`config.mk`:
```
export PLATFORM = sky130hd
export DESIGN_NAME = bus_arbiter8
export DESIGN_NICKNAME = d
export VERILOG_FILES = /design/src/rtl/arb_pkg.sv /design/src/rtl/rr_pick8.sv /design/src/rtl/bus_arbiter8.sv
export SDC_FILE = /design/constraint.sdc
export NUM_CORES = 1
export LEC_CHECK = 0
export BUFFER_PORTS_ARGS = -buffer_cell sky130_fd_sc_hd__buf_2
export CAP_MARGIN = 10
export CORE_ASPECT_RATIO = 0.9
export CORE_UTILIZATION = 60
export CTS_BUF_LIST = sky130_fd_sc_hd__clkbuf_8
export CTS_CLUSTER_SIZE = 25
export DETAILED_ROUTE_END_ITERATION = 7
export GPL_ROUTABILITY_DRIVEN = 0
export PLACE_DENSITY = 0.86
export SLEW_MARGIN = 20
export SYNTH_ARGS = -nofsm -noshare
export SYNTH_HDL_FRONTEND = slang
export SYNTH_SLANG_ARGS = --single-unit
```
`constraint.sdc`:
```
create_clock -name clk -period 4.1 [get_ports clk]
set_clock_uncertainty 0.2 [all_clocks]
set_input_delay 0.205 -clock clk [delete_from_list [all_inputs] [get_ports clk]]
set_output_delay 0.205 -clock clk [all_outputs]
set_load 0.01 [all_outputs]
```
`src/rtl/arb_pkg.sv`:
```
// arb_pkg: shared definitions for the 8-way round-robin bus arbiter.
//   N_REQ       - number of requesters
//   SEL_W       - width of the mux select / requester index
//   CNT_W       - width of the grant hold counter
//   arb_state_t - arbiter FSM state
package arb_pkg;

    localparam int unsigned N_REQ = 8;
    localparam int unsigned SEL_W = 3;
    localparam int unsigned CNT_W = 8;

    typedef enum logic {
        IDLE,
        BUSY
    } arb_state_t;

endpackage : arb_pkg

```
`src/rtl/rr_pick8.sv`:
```
// rr_pick8: combinational round-robin selector.
//   req [7:0] in  - request lines
//   ptr [2:0] in  - index with highest priority this round
//   any       out - at least one request is set
//   idx [2:0] out - first set request at or above ptr, wrapping 7 -> 0
module rr_pick8
    import arb_pkg::*;
(
    input  logic [N_REQ-1:0] req,
    input  logic [SEL_W-1:0] ptr,
    output logic             any,
    output logic [SEL_W-1:0] idx
);

    logic [2*N_REQ-1:0] dbl;
    logic [N_REQ-1:0]   rot;
    logic [SEL_W-1:0]   off;
    logic               found;

    always_comb begin
        // Rotate right by ptr so that rot[j] == req[(ptr + j) mod 8].
        dbl   = {req, req} >> ptr;
        rot   = dbl[N_REQ-1:0];
        off   = '0;
        found = 1'b0;
        for (int unsigned i = 0; i < N_REQ; i++) begin
            if (rot[i] && !found) begin
                off   = SEL_W'(i);
                found = 1'b1;
            end
        end
        any = |req;
        // Un-rotate: 3-bit addition wraps naturally modulo 8.
        idx = ptr + off;
    end

endmodule : rr_pick8

```
`src/rtl/bus_arbiter8.sv`:
```
// bus_arbiter8: round-robin arbiter/sequencer driving an 8:1 mux select.
//   clk      in  - rising-edge clock
//   reset_n  in  - asynchronous active-low reset
//   req[7:0] in  - level-sensitive request lines
//   done     in  - owner releases the resource (only honoured while busy)
//   gnt[7:0] out - registered one-hot grant, zero when idle
//   sel[2:0] out - registered index of the granted requester (holds after release)
//   busy     out - registered, high while a grant is held
//   timeout  out - registered one-cycle pulse after a watchdog release
// Parameter MAX_HOLD (2..255): maximum grant length in cycles.
module bus_arbiter8
    import arb_pkg::*;
#(
    parameter int unsigned MAX_HOLD = 16
) (
    input  logic             clk,
    input  logic             reset_n,
    input  logic [N_REQ-1:0] req,
    input  logic             done,
    output logic [N_REQ-1:0] gnt,
    output logic [SEL_W-1:0] sel,
    output logic             busy,
    output logic             timeout
);

    localparam logic [CNT_W-1:0] CNT_LAST = CNT_W'(MAX_HOLD - 1);

    arb_state_t       state;
    logic [SEL_W-1:0] ptr;
    logic [CNT_W-1:0] cnt;
    logic             pick_any;
    logic [SEL_W-1:0] pick_idx;

    rr_pick8 u_pick (
        .req (req),
        .ptr (ptr),
        .any (pick_any),
        .idx (pick_idx)
    );

    always_ff @(posedge clk or negedge reset_n) begin
        if (!reset_n) begin
            state   <= IDLE;
            ptr     <= '0;
            cnt     <= '0;
            gnt     <= '0;
            sel     <= '0;
            busy    <= 1'b0;
            timeout <= 1'b0;
        end else begin
            timeout <= 1'b0;
            case (state)
                IDLE: begin
                    if (pick_any) begin
                        gnt   <= N_REQ'(1) << pick_idx;
                        sel   <= pick_idx;
                        busy  <= 1'b1;
                        cnt   <= '0;
                        state <= BUSY;
                    end
                end
                BUSY: begin
                    if (cnt != '1) begin
                        cnt <= cnt + 1'b1;
                    end
                    // done takes precedence over the watchdog on the same cycle.
                    if (done || (cnt == CNT_LAST)) begin
                        gnt     <= '0;
                        busy    <= 1'b0;
                        ptr     <= sel + 1'b1;
                        timeout <= !done;
                        state   <= IDLE;
                    end
                end
                default: state <= IDLE;
            endcase
        end
    end

endmodule : bus_arbiter8

```
Yosys cells after proc, flatten, opt, wreduce, memory -nomap -nowiden
Cells that the tools add are included.
{"block": "word_totals", "reg_bits": 25, "inputBits": 11, "output_inout_bits": 13, "word_cells": 67}
{"block": "classes", "n_addsub": 3, "eq_ne": 5, "shifts": 2, "n_mux": 28, "bitwise": 1, "reduce_logical": 21}
{"cell": "2-to-1 mux 8 bit", "n": 4}
{"cell": "one-hot mux 8 bit (2 select lines)", "n": 2}
{"cell": "right shift 16 x 3 -> 8 bit", "n": 1}
{"cell": "2-to-1 mux 1 bit", "n": 14}
{"cell": "2-to-1 mux 3 bit", "n": 4}
{"cell": "adder 8 x 1 -> 8 bit (second input constant)", "n": 1}
{"cell": "equality test 8 x 4 -> 1 bit (second input constant)", "n": 1}
{"cell": "logical NOT 1 bit", "n": 8}
{"cell": "inequality test 8 bit (second input constant)", "n": 1}
{"cell": "AND reduction 2 bit", "n": 4}
{"cell": "OR reduction 8 bit", "n": 1}
{"cell": "left shift 1 x 3 -> 8 bit (first input constant)", "n": 1}
{"cell": "logical AND 1 bit", "n": 7}
{"cell": "2-to-1 mux 2 bit", "n": 2}
{"cell": "inequality test 2 x 1 -> 1 bit (second input constant)", "n": 2}
{"cell": "one-hot mux 1 bit (2 select lines)", "n": 2}
{"cell": "adder 3 x 1 -> 3 bit (second input constant)", "n": 1}
{"cell": "adder 3 bit", "n": 1}
{"cell": "inequality test 2 bit (second input constant)", "n": 1}
{"cell": "logical OR 1 bit", "n": 1}
{"cell": "inverter 1 bit", "n": 1}

Longest topological paths before layout
{"block": "depth", "depth_word": 27, "depth_mapped": 15, "ltp_nobuf": 12}

Modules after synthesis
A second synthesis with hierarchy kept.
{"block": "hier_totals", "cells_unflattened": 194, "area_unflattened_um2": 1900.6}
{"mod": "bus_arbiter8", "n_inst": 1, "cells_per_inst": 118, "area_per_inst_um2": 1242.4, "seq_area_each_um2": 625.6}
{"mod": "rr_pick8", "n_inst": 1, "cells_per_inst": 76, "area_per_inst_um2": 658.1, "seq_area_each_um2": 0.0}

Worst setup path before layout
No wires, ideal clock.
{"block": "synth_timing", "path_kind": "flip-flop to flip-flop", "start": "register ptr[0]", "end": "register sel[2]", "setup_time_ps": 137, "arrival_time_ps": 2905, "required_ps": 3763, "slack_ps": 858, "path_stages_with_launch": 16, "path_buffers": 3, "period_less_slack_ps": 3242, "cell_sequence": "dfrtp_1 buf_2 buf_4 buf_2 o21a_1 o21ai_0 a21oi_1 a211oi_1 o311ai_0 o21ai_0 ha_1 inv_1 fa_1 xor2_1 xnor2_2 o21ai_0"}
{"block": "synth_between", "elab_chain_len": 24, "elab_cells_between_ends": 30, "cone_classes": "add/sub: 1; shift: 1; mux: 14; reduce/logical: 14"}
{"element": "from (decl)", "line": "bus_arbiter8.sv:29", "rtl": "logic [SEL_W-1:0] ptr;"}
{"element": "from (signal assigned)", "line": "bus_arbiter8.sv:70", "rtl": "ptr <= sel + 1'b1;"}
{"element": "right shift 16 x 3 -> 8 bit", "line": "rr_pick8.sv:22", "rtl": "dbl = {req, req} >> ptr;"}
{"element": "2-to-1 mux 1 bit", "line": "rr_pick8.sv:27", "rtl": "if (rot[i] && !found) begin"}
{"element": "logical NOT 1 bit", "line": "rr_pick8.sv:27"}
{"element": "logical AND 1 bit", "line": "rr_pick8.sv:27"}
{"element": "2-to-1 mux 1 bit", "line": "rr_pick8.sv:27"}
{"element": "logical NOT 1 bit", "line": "rr_pick8.sv:27"}
{"element": "logical AND 1 bit", "line": "rr_pick8.sv:27"}
{"element": "2-to-1 mux 1 bit", "line": "rr_pick8.sv:27"}
{"element": "[8 not listed]"}
{"element": "2-to-1 mux 1 bit", "line": "rr_pick8.sv:27"}
{"element": "logical NOT 1 bit", "line": "rr_pick8.sv:27"}
{"element": "logical AND 1 bit", "line": "rr_pick8.sv:27"}
{"element": "2-to-1 mux 1 bit", "line": "rr_pick8.sv:27"}
{"element": "logical NOT 1 bit", "line": "rr_pick8.sv:27"}
{"element": "logical AND 1 bit", "line": "rr_pick8.sv:27"}
{"element": "2-to-1 mux 3 bit", "line": "rr_pick8.sv:27"}
{"element": "adder 3 bit (*)", "line": "rr_pick8.sv:34", "rtl": "idx = ptr + off;"}
{"element": "to (signal assigned)", "line": "bus_arbiter8.sv:56", "rtl": "sel <= pick_idx;"}
{"element": "to (decl)", "line": "bus_arbiter8.sv:21", "rtl": "output logic [SEL_W-1:0] sel,"}
Mark *: on every way between the ends. The rest lies on a longest branch, timed or not.
A chain may end at the register's enable or synchronous reset.

Final worst setup path
{"block": "layout_timing", "start": "register ptr[0]", "end": "register gnt[4]"}
{"block": "layout_between", "elab_chain_len": 27, "elab_cells_between_ends": 33, "cone_classes": "add/sub: 1; shift: 2; mux: 16; reduce/logical: 14"}
{"element": "right shift 16 x 3 -> 8 bit", "line": "rr_pick8.sv:22"}
{"element": "2-to-1 mux 1 bit", "line": "rr_pick8.sv:27"}
{"element": "logical NOT 1 bit", "line": "rr_pick8.sv:27"}
{"element": "logical AND 1 bit", "line": "rr_pick8.sv:27"}
{"element": "2-to-1 mux 1 bit", "line": "rr_pick8.sv:27"}
{"element": "logical NOT 1 bit", "line": "rr_pick8.sv:27"}
{"element": "logical AND 1 bit", "line": "rr_pick8.sv:27"}
{"element": "2-to-1 mux 1 bit", "line": "rr_pick8.sv:27"}
{"element": "[11 not listed]"}
{"element": "2-to-1 mux 1 bit", "line": "rr_pick8.sv:27"}
{"element": "logical NOT 1 bit", "line": "rr_pick8.sv:27"}
{"element": "logical AND 1 bit", "line": "rr_pick8.sv:27"}
{"element": "2-to-1 mux 3 bit", "line": "rr_pick8.sv:27"}
{"element": "adder 3 bit (*)", "line": "rr_pick8.sv:34"}
{"element": "left shift 1 x 3 -> 8 bit (*)", "line": "bus_arbiter8.sv:55", "rtl": "gnt <= N_REQ'(1) << pick_idx;"}
{"element": "2-to-1 mux 8 bit (*)", "line": "bus_arbiter8.sv:54", "rtl": "if (pick_any) begin"}
{"element": "one-hot mux 8 bit (2 select lines) (*)", "line": "bus_arbiter8.sv:52", "rtl": "case (state)"}
{"element": "to (signal assigned)", "line": "bus_arbiter8.sv:55"}
{"element": "to (decl)", "line": "bus_arbiter8.sv:20", "rtl": "output logic [N_REQ-1:0] gnt,"}
Mark *: on every way between the ends. The rest lies on a longest branch, timed or not. The select of a mux whose other input is x is not followed.

==> key figures <==
Outcome
  – Outcome: finished, final reports clean

Setup path
  – Data arrival at the endpoint of the critical path: roughly 3.5 ns
  – Largest driver fanout on the critical path: 17
  – Startpoint type of the worst setup path: register
  – Crit Reg-Reg Startpoint: ptr[0]
  – Reg-to-reg endpoint: gnt[4]
  – Type of the setup path with the least slack: reg2reg
  – Required time at the endpoint of the critical path: ~4.1 ns
  – Cell depth of the worst flop-to-flop path: 12
  – Endpoint class of the critical path: register
  – Register-to-register setup slack: about 0.5 ns

Floorplanning
  – Starting utilization of the core area: 65.7%
  – Height of the die: about 55 µm
  – # IOs: 24
  – Row count: 18
  – Full die area: 3360 µm²
  – X dimension of the die: between 60 and 70 µm
  – Area of the core: 2860 µm²

Cells and area
  – Core utilization of the finished layout: around 72%
  – Diodes inserted: 0
  – Layout cell share with drive strength beyond 1: about 17%
  – Most common library cell in the layout ignoring fill and taps: sky130_fd_sc_hd__dfrtp_1
  – Growth of design area from synthesis to finish: 9.99%
  – Highest-count cells in the layout ignoring fill and taps: sky130_fd_sc_hd__dfrtp_1, sky130_fd_sc_hd__buf_2, sky130_fd_sc_hd__nand2_1
  – Total of fill cells in the finished design: 223
  – Number of nets in the layout: ~250
  – Fin area: between 2000 and 2500 µm²

CTS
  – Post-CTS setup buffer count: 0
  – Max H-tree Level: 1
  – Number of sinks driven by the clock tree: 25
  – Max Buffers Root-to-Sink: 2
  – Later-pin clock latency in the skew report: 0.27 ns
  – Resize count post-CTS: 0
  – Number of buffers created by CTS: 3
  – Clock Tree Root: sky130_fd_sc_hd__clkbuf_8
  – Clock-pin transition on the worst setup and hold timing paths: approximately 0.1 ns
  – TritonCTS clock tree: done

Drt
  – DRC violation count after routing: 0
  – Detailed Routing Iterations Pass 1: 4
  – Post-route antenna net violation count: 0
  – Routed vias: about 1700
  – Post-detailed-route wirelength per cell: approximately 15 µm
  – Starting DRC count in detailed routing: between 90 and 100
  – Final routed wirelength across all metal layers: ~4300 µm
  – Vias per cell: between 6 and 7

GRT
  – Global-route wire length before repair: just under 7000 µm
  – Pin count of the biggest net entering global routing: 26
  – Residual overflow from global routing: 0
  – Via count of the first global-routing pass: roughly 1500
  – Initial antenna violation count: 0
  – Global router's overall resource usage: between 20% and 30%

Placed design
  – Placed instance area: 2000 µm²
  – HPWL after detailed placement: slightly above 3000 µm
  – Port buffer count: 23

Timing
  – Setup TNS: 0 ns
  – RSZ-0062 raised after global routing: no
  – Maximum operating frequency: approximately 0.28 GHz
  – Tightest slew margin relative to the limit: 56.6%
  – Setup-violating endpoint count in the final report: 0
  – Final period util: between 80% and 90%
  – Total count of hold-check failures in the final report: 0
  – Final critical path time including I/O delays and setup: between 3 and 4 ns
  – Hold Worst Slack: ~0.24 ns
  – Final number of max-transition violations: 0
  – Worst-margin pin slew: 0.649 ns

Yosys
  – Largest family of logic cells by synthesized area: compound AO/OA/AOI/OAI gates
  – Syn Nets: about 230
  – Flip-flop and latch count after synthesis: 25
  – Number of flops mapped to enable cells by yosys: 0
  – Post-Synth XOR/XNOR Area: under 10%
  – Part of the Yosys area used for sequential elements: ~33%
  – Per-instance average area after synthesis: approximately 8.6 µm²
  – Number of different library cells in the post-synthesis netlist: 58
  – Compound-gate portion of the synthesized area: about a quarter
  – Multiplexer area fraction after synthesis: 7.06%
  – Number of warning messages in the yosys log: 0
  – Top flip-flop cell by instance count after synthesis: sky130_fd_sc_hd__dfrtp_1
  – Number of cells produced by synthesis: between 200 and 250
  – Synthesized cell area: 1880 µm²
  – Basic-gate share of the synthesized area counting and, or, nand and nor cells: between 20% and 30%
  – Async set or reset register ratio after synthesis: 100%
  – Area share of fa/ha/maj cells after synthesis: 3.06%

Power and ir drop
  – Clock Power Share: between 10% and 20%
  – Proportion of total power due to net switching: around 46%
  – LEAKAGE: 0.913 nW
  – Comb pwr share: between 50% and 60%
  – Sw Pwr: between 0.5 and 0.6 mW
  – Worst vdd rail ir drop: about 0.38 mV
  – Power density over the cells: 609 nW/µm²
  – Final Power: 1.26 mW
  – Fraction of power consumed by sequential logic: 30.9%
  – Internal power consumption: between 0.6 and 0.7 mW

Flow run
  – Total of max-cap violations: 0

Worst hold path
  – Class of the tightest hold or removal check: in2async
## power by group through the flow
stage | clock network, mW | logic [mW] | registers, mW
floorplan | 0 | 0.588 | 0.352
global placement | 0 | 0.688 | 0.388
detailed placement | 0 | 0.702 | 0.392
CTS | 0.152 | 0.712 | 0.387
global route | 0.165 | 0.798 | 0.401
finish | 0.151 | 0.718 | 0.389
## synthesized netlist by cell type, drive strengths merged (7+ instances only)
library cell / n / area [µm²]
nand3: 10 / 50.1
a21oi: 7 / 35.0
o21ai: 17 / 88.8
nor2b: 8 / 50.1
inv: 8 / 30.0
clkbuf: 10 / 37.5
buf: 7 / 46.3
nor2: 15 / 56.3
nand2: 18 / 67.6
dfrtp: 25 / 626
## state kept, by name, summed over array words and instances, names as in the netlist
register and count:
busy 1, gnt 8, state 1, timeout 1, cnt 8, ptr 3
sel 3
## kinds of logic after synthesis
family	after synthesis
xor+xnor	8
buf+inv	26
fa+ha+maj	4
simple gates	81
compound gates	63
flops	25
mux	11
## critical path: stages, from the launching register on
cell and delay [ns]:
sky130_fd_sc_hd__dfrtp_1 0.71, sky130_fd_sc_hd__buf_4 0.29, sky130_fd_sc_hd__nand2b_1 0.18, sky130_fd_sc_hd__a41oi_1 0.11, sky130_fd_sc_hd__a32oi_1 0.28, sky130_fd_sc_hd__o311ai_0 0.17
sky130_fd_sc_hd__o21ai_0 0.18, sky130_fd_sc_hd__ha_1 0.16, sky130_fd_sc_hd__inv_1 0.06, sky130_fd_sc_hd__fa_1 0.38, sky130_fd_sc_hd__xor2_1 0.24, sky130_fd_sc_hd__xnor2_2 0.19
sky130_fd_sc_hd__o41ai_1 0.32
## what timing repair did
| item | 4_1_cts | 5_1_grt |
|---|---|---|
| setup endpoints to repair | 0 | 0 |
| hold buffers | 2 | 0 |
| hold endpoints to repair | 26 | 0 |
## metal layers
metal | global-route usage (%) | vias to the layer above | wire length, µm
met5 | 0 | - | 0
met4 | 8.33 | 0 | 65
met3 | 5.58 | 10 | 249
met2 | 43.6 | 68 | 1980
met1 | 38.9 | 810 | 1970
li1 | - | 849 | -
## layout make-up
class                   count  area (µm²)  area share, %
clock inverters             1        7.51          0.363
clock buffers               3        41.3           2.00
well taps                  40        50.0           2.42
inverters                   9        33.8           1.63
repair buffers             30         173           8.35
multi-input cells         167        1140           55.0
flip-flops and latches     25         626           30.3
## per-stage QoR
stage	std cells	setup WS (ns)
final	275	0.514
after global routing	275	0.259
after CTS	275	0.535
after detailed placement	269	0.564
after global placement	269	0.677
after floorplan	218	0.858
## how the worst max path moves through the flow
stage / startpoint / to / slack [ns] / cells past startpoint
6_report: ptr[0] / gnt[4] / 0.51 / 12
5_1_grt: ptr[0] / gnt[6] / 0.26 / 12
4_1_cts: ptr[0] / gnt[4] / 0.54 / 12
3_5_place_dp: ptr[0] / gnt[4] / 0.56 / 12
3_3_place_gp: ptr[0] / gnt[6] / 0.68 / 12
2_1_floorplan: ptr[0] / sel[2] / 0.86 / 15
Note: power is estimated with default switching activity, not from simulation.
